**src/rtl/cdb_arbiter.sv**
```systemverilog
// rtl/cdb_arbiter.sv - complete-stage CDB slot arbiter for single- and multi-cycle FUs
// Starvation protection (age counters, starved tier, budget reservation) enabled by CDB_ARB_STARVE_EN.
module cdb_arbiter #(
    parameter int CDB_WIDTH    = 3,
    parameter int NUM_SC       = 4,
    parameter int NUM_MC       = 3,
    parameter int STARVE_LIMIT = 4
) (
    input  logic                                 clock,
    input  logic                                 reset,
    input  logic [NUM_SC-1:0]                    sc_req,
    input  logic [NUM_MC-1:0]                    mc_req,
    input  logic [NUM_MC-1:0]                    mc_squash,
    output logic [CDB_WIDTH*(NUM_SC+NUM_MC)-1:0] complete_gnt_bus,
    output logic [NUM_MC-1:0]                    mc_gnt,
    output logic [$clog2(CDB_WIDTH+1)-1:0]       sc_budget,
    output logic                                 sc_overflow
);
    localparam int TOTAL = NUM_SC + NUM_MC;
    localparam int BW    = $clog2(CDB_WIDTH + 1);
    localparam int RR_W  = (NUM_MC > 1) ? $clog2(NUM_MC) : 1;

    logic [RR_W-1:0]            rr_q, rr_d;
    logic [NUM_MC-1:0]          eff_mc;
    logic [CDB_WIDTH*TOTAL-1:0] gnt_bus;
    logic [NUM_MC-1:0]          gnt_mc;
    logic                       overflow;
    logic [BW-1:0]              budget;
    logic                       any_mc;
    int                         slot;
    int                         last_off;
    int                         idx;

`ifdef CDB_ARB_STARVE_EN
    localparam int AGE_W = $clog2(STARVE_LIMIT + 1);
    logic [NUM_MC-1:0][AGE_W-1:0] age_q, age_d;
    logic [BW-1:0]                sc_budget_q, sc_budget_d;
    int                           r_cnt;
    assign budget = sc_budget_q;
`else
    assign budget = BW'(CDB_WIDTH);
`endif

    assign eff_mc = mc_req & ~mc_squash;

    // Tiers fill slots in order: capped SC, starved MC, remaining MC.
    always_comb begin
        gnt_bus  = '0;
        gnt_mc   = '0;
        overflow = 1'b0;
        any_mc   = 1'b0;
        slot     = 0;
        last_off = 0;
        idx      = 0;
        for (int i = 0; i < NUM_SC; i++) begin
            if (sc_req[i]) begin
                if (slot < int'(budget) && slot < CDB_WIDTH) begin
                    gnt_bus[slot*TOTAL + i] = 1'b1;
                    slot = slot + 1;
                end else begin
                    overflow = 1'b1;
                end
            end
        end
`ifdef CDB_ARB_STARVE_EN
        for (int k = 0; k < NUM_MC; k++) begin
            idx = (int'(rr_q) + k) % NUM_MC;
            if (eff_mc[idx] && age_q[idx] == AGE_W'(STARVE_LIMIT) && slot < CDB_WIDTH) begin
                gnt_bus[slot*TOTAL + NUM_SC + idx] = 1'b1;
                gnt_mc[idx] = 1'b1;
                slot        = slot + 1;
                any_mc      = 1'b1;
                if (k > last_off) last_off = k;
            end
        end
`endif
        for (int k = 0; k < NUM_MC; k++) begin
            idx = (int'(rr_q) + k) % NUM_MC;
            if (eff_mc[idx] && !gnt_mc[idx] && slot < CDB_WIDTH) begin
                gnt_bus[slot*TOTAL + NUM_SC + idx] = 1'b1;
                gnt_mc[idx] = 1'b1;
                slot        = slot + 1;
                any_mc      = 1'b1;
                if (k > last_off) last_off = k;
            end
        end
        // Pointer moves past the furthest-in-scan-order granted FU.
        rr_d = any_mc ? RR_W'((int'(rr_q) + last_off + 1) % NUM_MC) : rr_q;
    end

`ifdef CDB_ARB_STARVE_EN
    always_comb begin
        age_d = '0;
        r_cnt = 0;
        for (int i = 0; i < NUM_MC; i++) begin
            if (gnt_mc[i] || !mc_req[i] || mc_squash[i]) begin
                age_d[i] = '0;
            end else if (age_q[i] == AGE_W'(STARVE_LIMIT)) begin
                age_d[i] = age_q[i];
            end else begin
                age_d[i] = age_q[i] + 1'b1;
            end
            if (age_d[i] == AGE_W'(STARVE_LIMIT)) r_cnt = r_cnt + 1;
        end
        // Reserve one slot per FU that will be starved and still waiting next cycle.
        sc_budget_d = BW'(CDB_WIDTH - ((r_cnt < CDB_WIDTH) ? r_cnt : CDB_WIDTH));
    end
`endif

    always_ff @(posedge clock or negedge reset) begin
        if (!reset) begin
            rr_q        <= '0;
`ifdef CDB_ARB_STARVE_EN
            age_q       <= '0;
            sc_budget_q <= BW'(CDB_WIDTH);
`endif
        end else begin
            rr_q        <= rr_d;
`ifdef CDB_ARB_STARVE_EN
            age_q       <= age_d;
            sc_budget_q <= sc_budget_d;
`endif
        end
    end

    assign complete_gnt_bus = reset ? gnt_bus : '0;
    assign mc_gnt           = reset ? gnt_mc : '0;
    assign sc_overflow      = reset & overflow;
    assign sc_budget        = budget;

endmodule
```
**config.mk**
```make
export PLATFORM = sky130hd
export DESIGN_NAME = cdb_arbiter
export DESIGN_NICKNAME = d
export VERILOG_FILES = /design/src/rtl/cdb_arbiter.sv
export SDC_FILE = /design/constraint.sdc
export NUM_CORES = 1
export LEC_CHECK = 0
export CAP_MARGIN = 15
export CORE_ASPECT_RATIO = 0.75
export CORE_UTILIZATION = 42
export DETAILED_ROUTE_END_ITERATION = 12
export PLACE_DENSITY = 0.63
export SLEW_MARGIN = 20
export SYNTH_ARGS = -nofsm -noshare
export SYNTH_HDL_FRONTEND = slang
export SYNTH_SLANG_ARGS = --single-unit
```
**constraint.sdc**
```tcl
create_clock -name clock -period 13 [get_ports clock]
set_input_delay 3.25 -clock clock [delete_from_list [all_inputs] [get_ports clock]]
set_output_delay 3.25 -clock clock [all_outputs]
set_load 0.005 [all_outputs]
```
Yosys cells after proc, flatten, opt, wreduce, memory -nomap -nowiden
Cells that the tools add are included.
{"block": "word_totals", "ff_bits": 2, "input_bits": 12, "elab_cells": 155}
{"block": "classes", "n_addsub": 18, "n_mul": 6, "n_div": 4, "order_cmp": 25, "muxes": 72, "n_bitwise": 11, "reduce_logical": 18}
{"operator": "$mux W32", "n": 10}
{"operator": "$ge A32 B1 Y1 const B", "n": 9}
{"operator": "$add A32 B2 Y32 const B", "n": 7}
{"operator": "$mux W21", "n": 10}
{"operator": "$lt A32 B3 Y1 const B", "n": 6}
{"operator": "$lt A32 B7 Y1 const B", "n": 6}
{"operator": "$mul A32 B4 Y32 const B", "n": 6}
{"operator": "$or A21 B21 Y21", "n": 5}
{"operator": "$add A32 B32 Y32", "n": 3}
{"operator": "$add A32 B4 Y32 const B", "n": 3}
{"operator": "$lt A32 B4 Y1 const B", "n": 3}
{"operator": "$mod A32 B3 Y32 const B", "n": 3}
{"operator": "$add A32 B3 Y32 const B", "n": 2}
{"operator": "$mux W1", "n": 33}
{"operator": "$add A3 B32 Y32", "n": 1}
{"operator": "$gt A3 B32 Y1 const A", "n": 1}
{"operator": "$mod A3 B3 Y32 const B", "n": 1}
{"operator": "$demux W1 S5", "n": 6}
{"operator": "$or A1 B21 Y21", "n": 1}
{"operator": "$logic_and A1 B1 Y1", "n": 15}
{"operator": "$bmux W1 S2", "n": 6}
{"operator": "$mux W3", "n": 4}
{"operator": "$demux W1 S2", "n": 3}
{"operator": "$or A3 B3 Y3", "n": 2}
{"operator": "other kinds (6)", "n": 8}

Longest topological paths before layout
Gate-level depths: netlist of the first run.
{"block": "depth", "word_depth": 30, "mapped_depth": 33}

Worst setup path before layout of the first run
OpenSTA, ideal clock, no wires.
{"block": "synth_path", "path_type": "input to output", "from": "in sc_req[0]", "to": "out complete_gnt_bus[14]", "t_arrival_ps": 10318, "t_required_ps": 9750, "path_slack_ps": -568, "cell_stages": 30, "cell_sequence": "inv_1 -> ha_1 -> xor2_1 -> clkinv_1 -> ha_1 -> nand2_1 -> o21ai_0 -> inv_1 -> ha_1 -> a31oi_4 -> clkbuf_1 -> o21ai_0 -> ha_1 -> a31o_1 -> a21oi_4 -> buf_2 -> a21oi_1 -> ha_1 -> inv_1 -> fa_1 -> fa_1 -> ha_1 -> clkbuf_1 -> nand4_1 -> o22ai_1 -> or4_1 -> a311oi_1 -> o22a_1 -> nand4_2 -> o221ai_1"}
{"block": "synth_via", "elab_chain_cells": 30}
{"element": "start: declaration", "line": "11", "source": "input logic [NUM_SC-1:0] sc_req,"}
{"element": "$mux W1 (*)", "line": "56", "source": "if (sc_req[i]) begin"}
{"element": "parallel branches: the longest is 27 deep, another holds $add A32 B2 Y32"}
{"element": "$mux W21 (*)", "line": "79", "source": "if (eff_mc[idx] && !gnt_mc[idx] && slot < CDB_WIDTH) begin"}
{"element": "$mux W21 (*)", "line": "126", "source": "assign complete_gnt_bus = reset ? gnt_bus : '0;"}
{"element": "end: declaration", "line": "14", "source": "output logic [CDB_WIDTH*(NUM_SC+NUM_MC)-1:0] complete_gnt_bus,"}
Mark *: on every way between the ends. The select of a mux whose other input is x is not followed.

Worst setup path after layout of the first run
{"block": "layout_path", "from": "in sc_req[2]", "to": "out complete_gnt_bus[8]"}
{"block": "layout_via", "elab_chain_cells": 24}
{"element": "parallel branches: the longest is 22 deep, another holds $add A32 B2 Y32"}
{"element": "$mux W21 (*)", "line": "79"}
{"element": "$mux W21 (*)", "line": "126"}
Marks and branches as above.

==> impl_metrics.py, run 1 <==
metrics = {
    "outcome": {
        "status": "finished clean",
    },
    "sta": {
        "min_period_ns": 12.65,
        "hold_viol_final": 0,
        "period_share_pct": 97.3,
        "rsz0062_at_grt": "false",
        "finalMaxSlewViolations": 0,
        "skew_ns": 0.00285,
        "setup_viol": 0,
        "worst_pin_slew_ns": 0.990,
        "hold_ws_ns": 0.789,
        "max_freq_mhz": 79.0,
        "maxSlewHeadroom_pct": 33.8,
    },
    "die": {
        "start_util_pct": 43.7,
        "die_x_um": 107,
        "io_pins": 39,
        "core_mm2": 0.00792,
        "fp.dieH_um": 80.6,
        "die_area_mm2": 0.00860,
        "rows": 28,
    },
    "clock_network": {
        "cts-root-buf": "clkbuf_8",
        "clk_pin_slew_ns": 0.03,
        "clock_sinks": 2,
        "worstSkewPairLatency_ns": 0.21,
        "numCtsBuffers": 3,
        "cts_tree": "done",
        "cts.path.max_buffers": 2,
        "cts_max_level": 1,
        "hold_buffers": 0,
    },
    "setup_path": {
        "critical_path_class": "in -> out",
        "arrival_ns": 9.40,
        "startpoint_type": "input pin",
        "path_max_fanout": 6,
        "crit_required_ns": 9.75,
        "endpoint_kind": "output port",
    },
    "synth": {
        "syn_inst": 446,
        "synthArstFlopShare_pct": 100,
        "synthFlopType": "dfrtp_1",
        "synth_edf_count": 0,
        "synth_area_mm2": 0.00346,
        "synth_area_leaders": "ha_1, fa_1, inv_1, nand2_1, o21ai_0",
        "synth_top_area_cell": "ha_1",
        "yosys_register_bits": 2,
        "ys_types": 75,
        "yosysSeqAreaShare_pct": 1.45,
        "synth_common_cells": "ha_1, inv_1, nand2_1, nor2_1, o21ai_0",
        "syn_area_per_cell_um2": 7.75,
        "synth_most_common_cell": "ha_1",
        "yosysWarnings": 0,
        "synth_top_area_share_pct": 24.6,
    },
    "global_route": {
        "grt_start_max_net_pins": 29,
        "antenna_found_initial": 0,
        "grt_remaining_overflow": 0,
        "grtUsageTotal_pct": 25.1,
        "grt_pass1_wl_um": 17500,
        "grt_pass1_vias": 3493,
    },
    "final_layout": {
        "final_layout_size_suffix_gt1_share_pct": 24.7,
        "finalNetCount": 625,
        "area_growth_pct": 29.8,
        "reg.largest.list": "rr_q (2)",
        "regMostFlops": "rr_q",
        "n_antenna_cell": 0,
        "largest_reg_flops": 2,
    },
    "detailed_routing": {
        "antenna_left": 0,
        "routed_via_density": 5.83,
        "num_vias": 3703,
        "finalWirelength_um": 10500,
        "dr.pass1.iters": 5,
        "drt_iter0_markers": 353,
        "wire_per_inst_um": 16.5,
        "drcViolationCount": 0,
    },
    "worst_hold_path": {
        "worst_hold_path_type": "reg -> reg",
    },
    "placed_design": {
        "place_congestion": 0.940,
        "dp_hpwl_um": 8410,
        "io_buffers": 36,
    },
    "job": {
        "maxCapViolations": 0,
    },
}
## through the flow
stage / setup slack (ns) / instance area, um^2 / util [%] / TNS (ns) / cells
2_1_floorplan: 0.0197 / 3490 / - / 0 / 448
3_3_place_gp: -0.184 / 4230 / 53.4 / -3.11 / 617
3_5_place_dp: -0.386 / 4230 / 53.4 / -6.78 / 617
4_1_cts: -0.0879 / 4410 / 55.6 / -0.0879 / 628
5_1_grt: 0.0147 / 4490 / 56.7 / 0 / 635
6_report: 0.346 / 4490 / 56.7 / 0 / 635
## cell families after synthesis
group	count (synthesis)	synth area share, %
buffers and inverters	68	7.92
xor gates and xnor gates	21	6.95
adders and majority gates	81	32.1
AOI/OAI and AO/OA	122	24.5
and+or+nand+nor	143	24.4
muxes	7	2.39
other	2	0.217
DFF	2	1.45
## critical path: stages
cell	delay [ns]
clkdlybuf4s50_1	0.62
mux2i_2	0.30
inv_2	0.08
ha_1	0.18
nand2_1	0.09
o21ai_2	0.08
inv_2	0.09
ha_4	0.14
a31oi_4	0.05
xor2_2	0.17
ha_1	0.20
a31o_1	0.23
buf_4	0.15
mux2i_1	0.21
xnor2_2	0.17
inv_1	0.11
fa_1	0.51
fa_1	0.60
ha_4	0.21
nand4_1	0.08
o22ai_1	0.09
or4_1	0.50
a311oi_2	0.28
o22a_2	0.23
buf_4	0.13
nand4b_4	0.15
o21ai_1	0.22
clkdlybuf4s15_1	0.27
## layout make-up
class	instances	area (um^2)
well taps	105	131
fillers	763	3430
inverters	51	193
flip-flops and latches	2	50.0
repair buffers	96	761
multi-input cells	378	3310
clock buffers	3	41.3
## worst paths after layout
| path | start | end | slack [ns] | cells after the start |
|---|---|---|---|---|
| max | sc_req[2] | complete_gnt_bus[8] | 0.35 | 28 |
| min | rr_q[0] | rr_q[0] | 0.79 | 2 |
| max reg2reg | rr_q[1] | rr_q[1] | 7.38 | 25 |
| min reg2reg | rr_q[0] | rr_q[0] | 0.79 | 2 |
| max in group asynchronous | reset | rr_q[1] | 8.81 | 1 |
| min in group asynchronous | reset | rr_q[0] | 3.59 | 1 |
## cells in the final DEF, fill, tap and decap left out, drive strengths merged, types with 4 or more instances in the layout
cell type and instances:
nand3 6, nor2b 9, and3 4, or2 6, xnor2 13, nor4 5, buf 62, mux2i 7
o211ai 6, a211oi 4, dlygate4sd2 9, xor2 8, clkdlybuf4s50 13, nand2 30, a221oi 4, fa 13
nand2b 6, a32oi 4, a21oi 19, o221ai 9, inv 50, ha 68, a22oi 6, clkbuf 12
nor3b 5, o21ai 37, nand4b 6, and2 4, nand4 15, a21o 4, conb 4, nor2 26
## metal layers
| layer | up-vias | routed length [um] | track usage, % |
|---|---|---|---|
| li1 | 1799 | - | - |
| met1 | 1770 | 5210 | 37.6 |
| met2 | 127 | 4470 | 39.6 |
| met3 | 7 | 741 | 2.84 |
| met4 | 0 | 34 | 1.78 |
| met5 | - | 0 | 0 |
## timing repair
item	in CTS	in global routing
cloned	0	0
gates resized for setup	38	44
hold endpoints to repair	0	0
endpoints found under the setup margin	21	21
pin swaps	13	12
setup buffers	8	7
Power of run 1 is left out: the tool's default activity adds up to more than one toggle a clock period on the data nets, which glitch-free logic cannot reach.
==> run 2: changes to the inputs <==
--- a/config.mk
+++ b/config.mk
@@ -8,6 +8,7 @@
 export CAP_MARGIN = 15
 export CORE_ASPECT_RATIO = 0.75
 export CORE_UTILIZATION = 42
+export CTS_BUF_LIST = sky130_fd_sc_hd__clkbuf_8
 export DETAILED_ROUTE_END_ITERATION = 12
 export PLACE_DENSITY = 0.63
 export SLEW_MARGIN = 20
==> results of run 2 <==
Same layout as run 1: the final DEF is identical, and so are final timing and power.
Power of run 2 is left out for the same reason.
==> run 3: changes to the inputs <==
--- a/config.mk
+++ b/config.mk
@@ -8,7 +8,7 @@
 export CAP_MARGIN = 15
 export CORE_ASPECT_RATIO = 0.75
 export CORE_UTILIZATION = 42
-export CTS_BUF_LIST = sky130_fd_sc_hd__clkbuf_8
+export CTS_BUF_LIST = sky130_fd_sc_hd__clkbuf_4
 export DETAILED_ROUTE_END_ITERATION = 12
 export PLACE_DENSITY = 0.63
 export SLEW_MARGIN = 20
==> run 3 against run 2 <==
  * Utilization is 0.24 points lower
  * Largest cell class unchanged
  * Register-to-register slack improved by 0.02 ns
  * Global-route usage shrank 0.19 points
  * Highest routed layer unchanged
  * Cell area shrank 0.42%
  * Cell count unchanged
==> impl_metrics.py, run 3 (same netlist as run 1, synthesis figures left out) <==
metrics = {
    "outcome": {
        "status": "finished clean",
    },
    "job": {
        "maxCapViolations": 0,
    },
    "final_layout": {
        "reg.largest.list": "rr_q (2)",
        "instances_no_fill": 635,
        "finalCoreUtilization_pct": 56.4,
        "final_layout_size_suffix_gt1_share_pct": 24.7,
        "n_antenna_cell": 0,
        "layout_common_cells": "ha_1, buf_4, inv_1, nand2_1, nor2_1",
        "nFillCells": 766,
        "regMostFlops": "rr_q",
        "layout_commonest_cell": "ha_1",
        "area_growth_pct": 29.2,
        "finalNetCount": 625,
        "largest_reg_flops": 2,
    },
    "placed_design": {
        "io_buffers": 36,
        "place_ws_ns": -0.386,
        "place_congestion": 0.940,
        "dp_cells": 617,
        "dp_hpwl_um": 8410,
    },
    "clock_network": {
        "cts-root-buf": "clkbuf_4",
        "clock_sinks": 2,
        "cts_max_level": 1,
        "worstSkewPairLatency_ns": 0.22,
        "cts.path.max_buffers": 2,
        "cts_tree": "done",
        "numCtsBuffers": 3,
        "clk_pin_slew_ns": 0.03,
    },
    "global_route": {
        "grt_pass1_wl_um": 17400,
        "grtUsageTotal_pct": 24.9,
        "antenna_found_initial": 0,
        "grt_remaining_overflow": 0,
        "grt_start_max_net_pins": 29,
        "grt_pass1_vias": 3479,
    },
    "setup_path": {
        "endpoint_kind": "output port",
        "critical_path_class": "in -> out",
        "crit_required_ns": 9.75,
        "startpoint_type": "input pin",
        "path_max_fanout": 6,
        "arrival_ns": 9.40,
    },
    "die": {
        "core_mm2": 0.00792,
        "die_x_um": 107,
        "rows": 28,
        "io_pins": 39,
        "fp.dieH_um": 80.6,
        "die_area_mm2": 0.00860,
        "start_util_pct": 43.7,
    },
    "sta": {
        "hold_ws_ns": 0.780,
        "hold_viol_final": 0,
        "finalMaxSlewViolations": 0,
        "maxSlewHeadroom_pct": 31.9,
        "skew_ns": 0.00433,
        "setup_viol": 0,
        "min_period_ns": 12.65,
        "max_freq_mhz": 79.1,
        "rsz0062_at_grt": "false",
        "worst_pin_slew_ns": 1.02,
        "layout_setup_ws_ns": 0.354,
        "period_share_pct": 97.3,
    },
    "detailed_routing": {
        "antenna_left": 0,
        "finalWirelength_um": 10400,
        "num_vias": 3665,
        "dr.pass1.iters": 5,
        "drcViolationCount": 0,
        "routed_via_density": 5.77,
        "drt_iter0_markers": 360,
        "wire_per_inst_um": 16.4,
    },
    "worst_hold_path": {
        "worst_hold_path_type": "reg -> reg",
    },
}
run 3: worst paths after layout:
kind                           start                  end  slack, ns  cells after the start
max                        sc_req[2]  complete_gnt_bus[8]       0.35                     28
min in group asynchronous      reset              rr_q[0]       3.59                      1
max reg2reg                  rr_q[1]              rr_q[1]       7.40                     25
min                          rr_q[0]              rr_q[0]       0.78                      2
min reg2reg                  rr_q[0]              rr_q[0]       0.78                      2
max in group asynchronous      reset              rr_q[1]       8.79                      1
run 3: area by class of cell:
class	instances	area (um^2)	area share, %
inverters	51	193	4.31
clock buffers	3	22.5	0.504
repair buffers	96	761	17.0
flip-flops and latches	2	50.0	1.12
well taps	105	131	2.94
multi-input cells	378	3310	74.1
run 3: metrics by stage:
step	TNS [ns]	cell area [um^2]
after floorplan	0	3490
after global placement	-3.11	4230
after detailed placement	-6.78	4230
after CTS	-0.0879	4390
after global routing	0	4470
final	0	4470
run 3: routing by layer:
metal	track usage [%]	up-vias	wire length, um
li1	-	1798	-
met4	1.37	0	27
met2	39.2	135	4410
met3	2.84	4	829
met5	0	-	0
met1	37.5	1728	5120
run 3: critical path: stages:
cell	delay [ns]
clkdlybuf4s50_1	0.62
mux2i_2	0.30
inv_2	0.08
ha_1	0.18
nand2_1	0.09
o21ai_2	0.08
inv_2	0.09
ha_4	0.14
a31oi_4	0.05
xor2_2	0.17
ha_1	0.20
a31o_1	0.23
buf_4	0.15
mux2i_1	0.21
xnor2_2	0.17
inv_1	0.11
fa_1	0.51
fa_1	0.60
ha_4	0.21
nand4_1	0.08
o22ai_1	0.09
or4_1	0.50
a311oi_2	0.28
o22a_2	0.23
buf_4	0.13
nand4b_4	0.14
o21ai_1	0.20
clkdlybuf4s15_1	0.27
run 3: what timing repair did:
item,4_1_cts,5_1_grt
resized for setup,38,44
hold buffers,0,0
setup endpoints to repair,21,21
pin swaps,13,12
setup buffers,8,7
Power of run 3 is left out for the same reason.
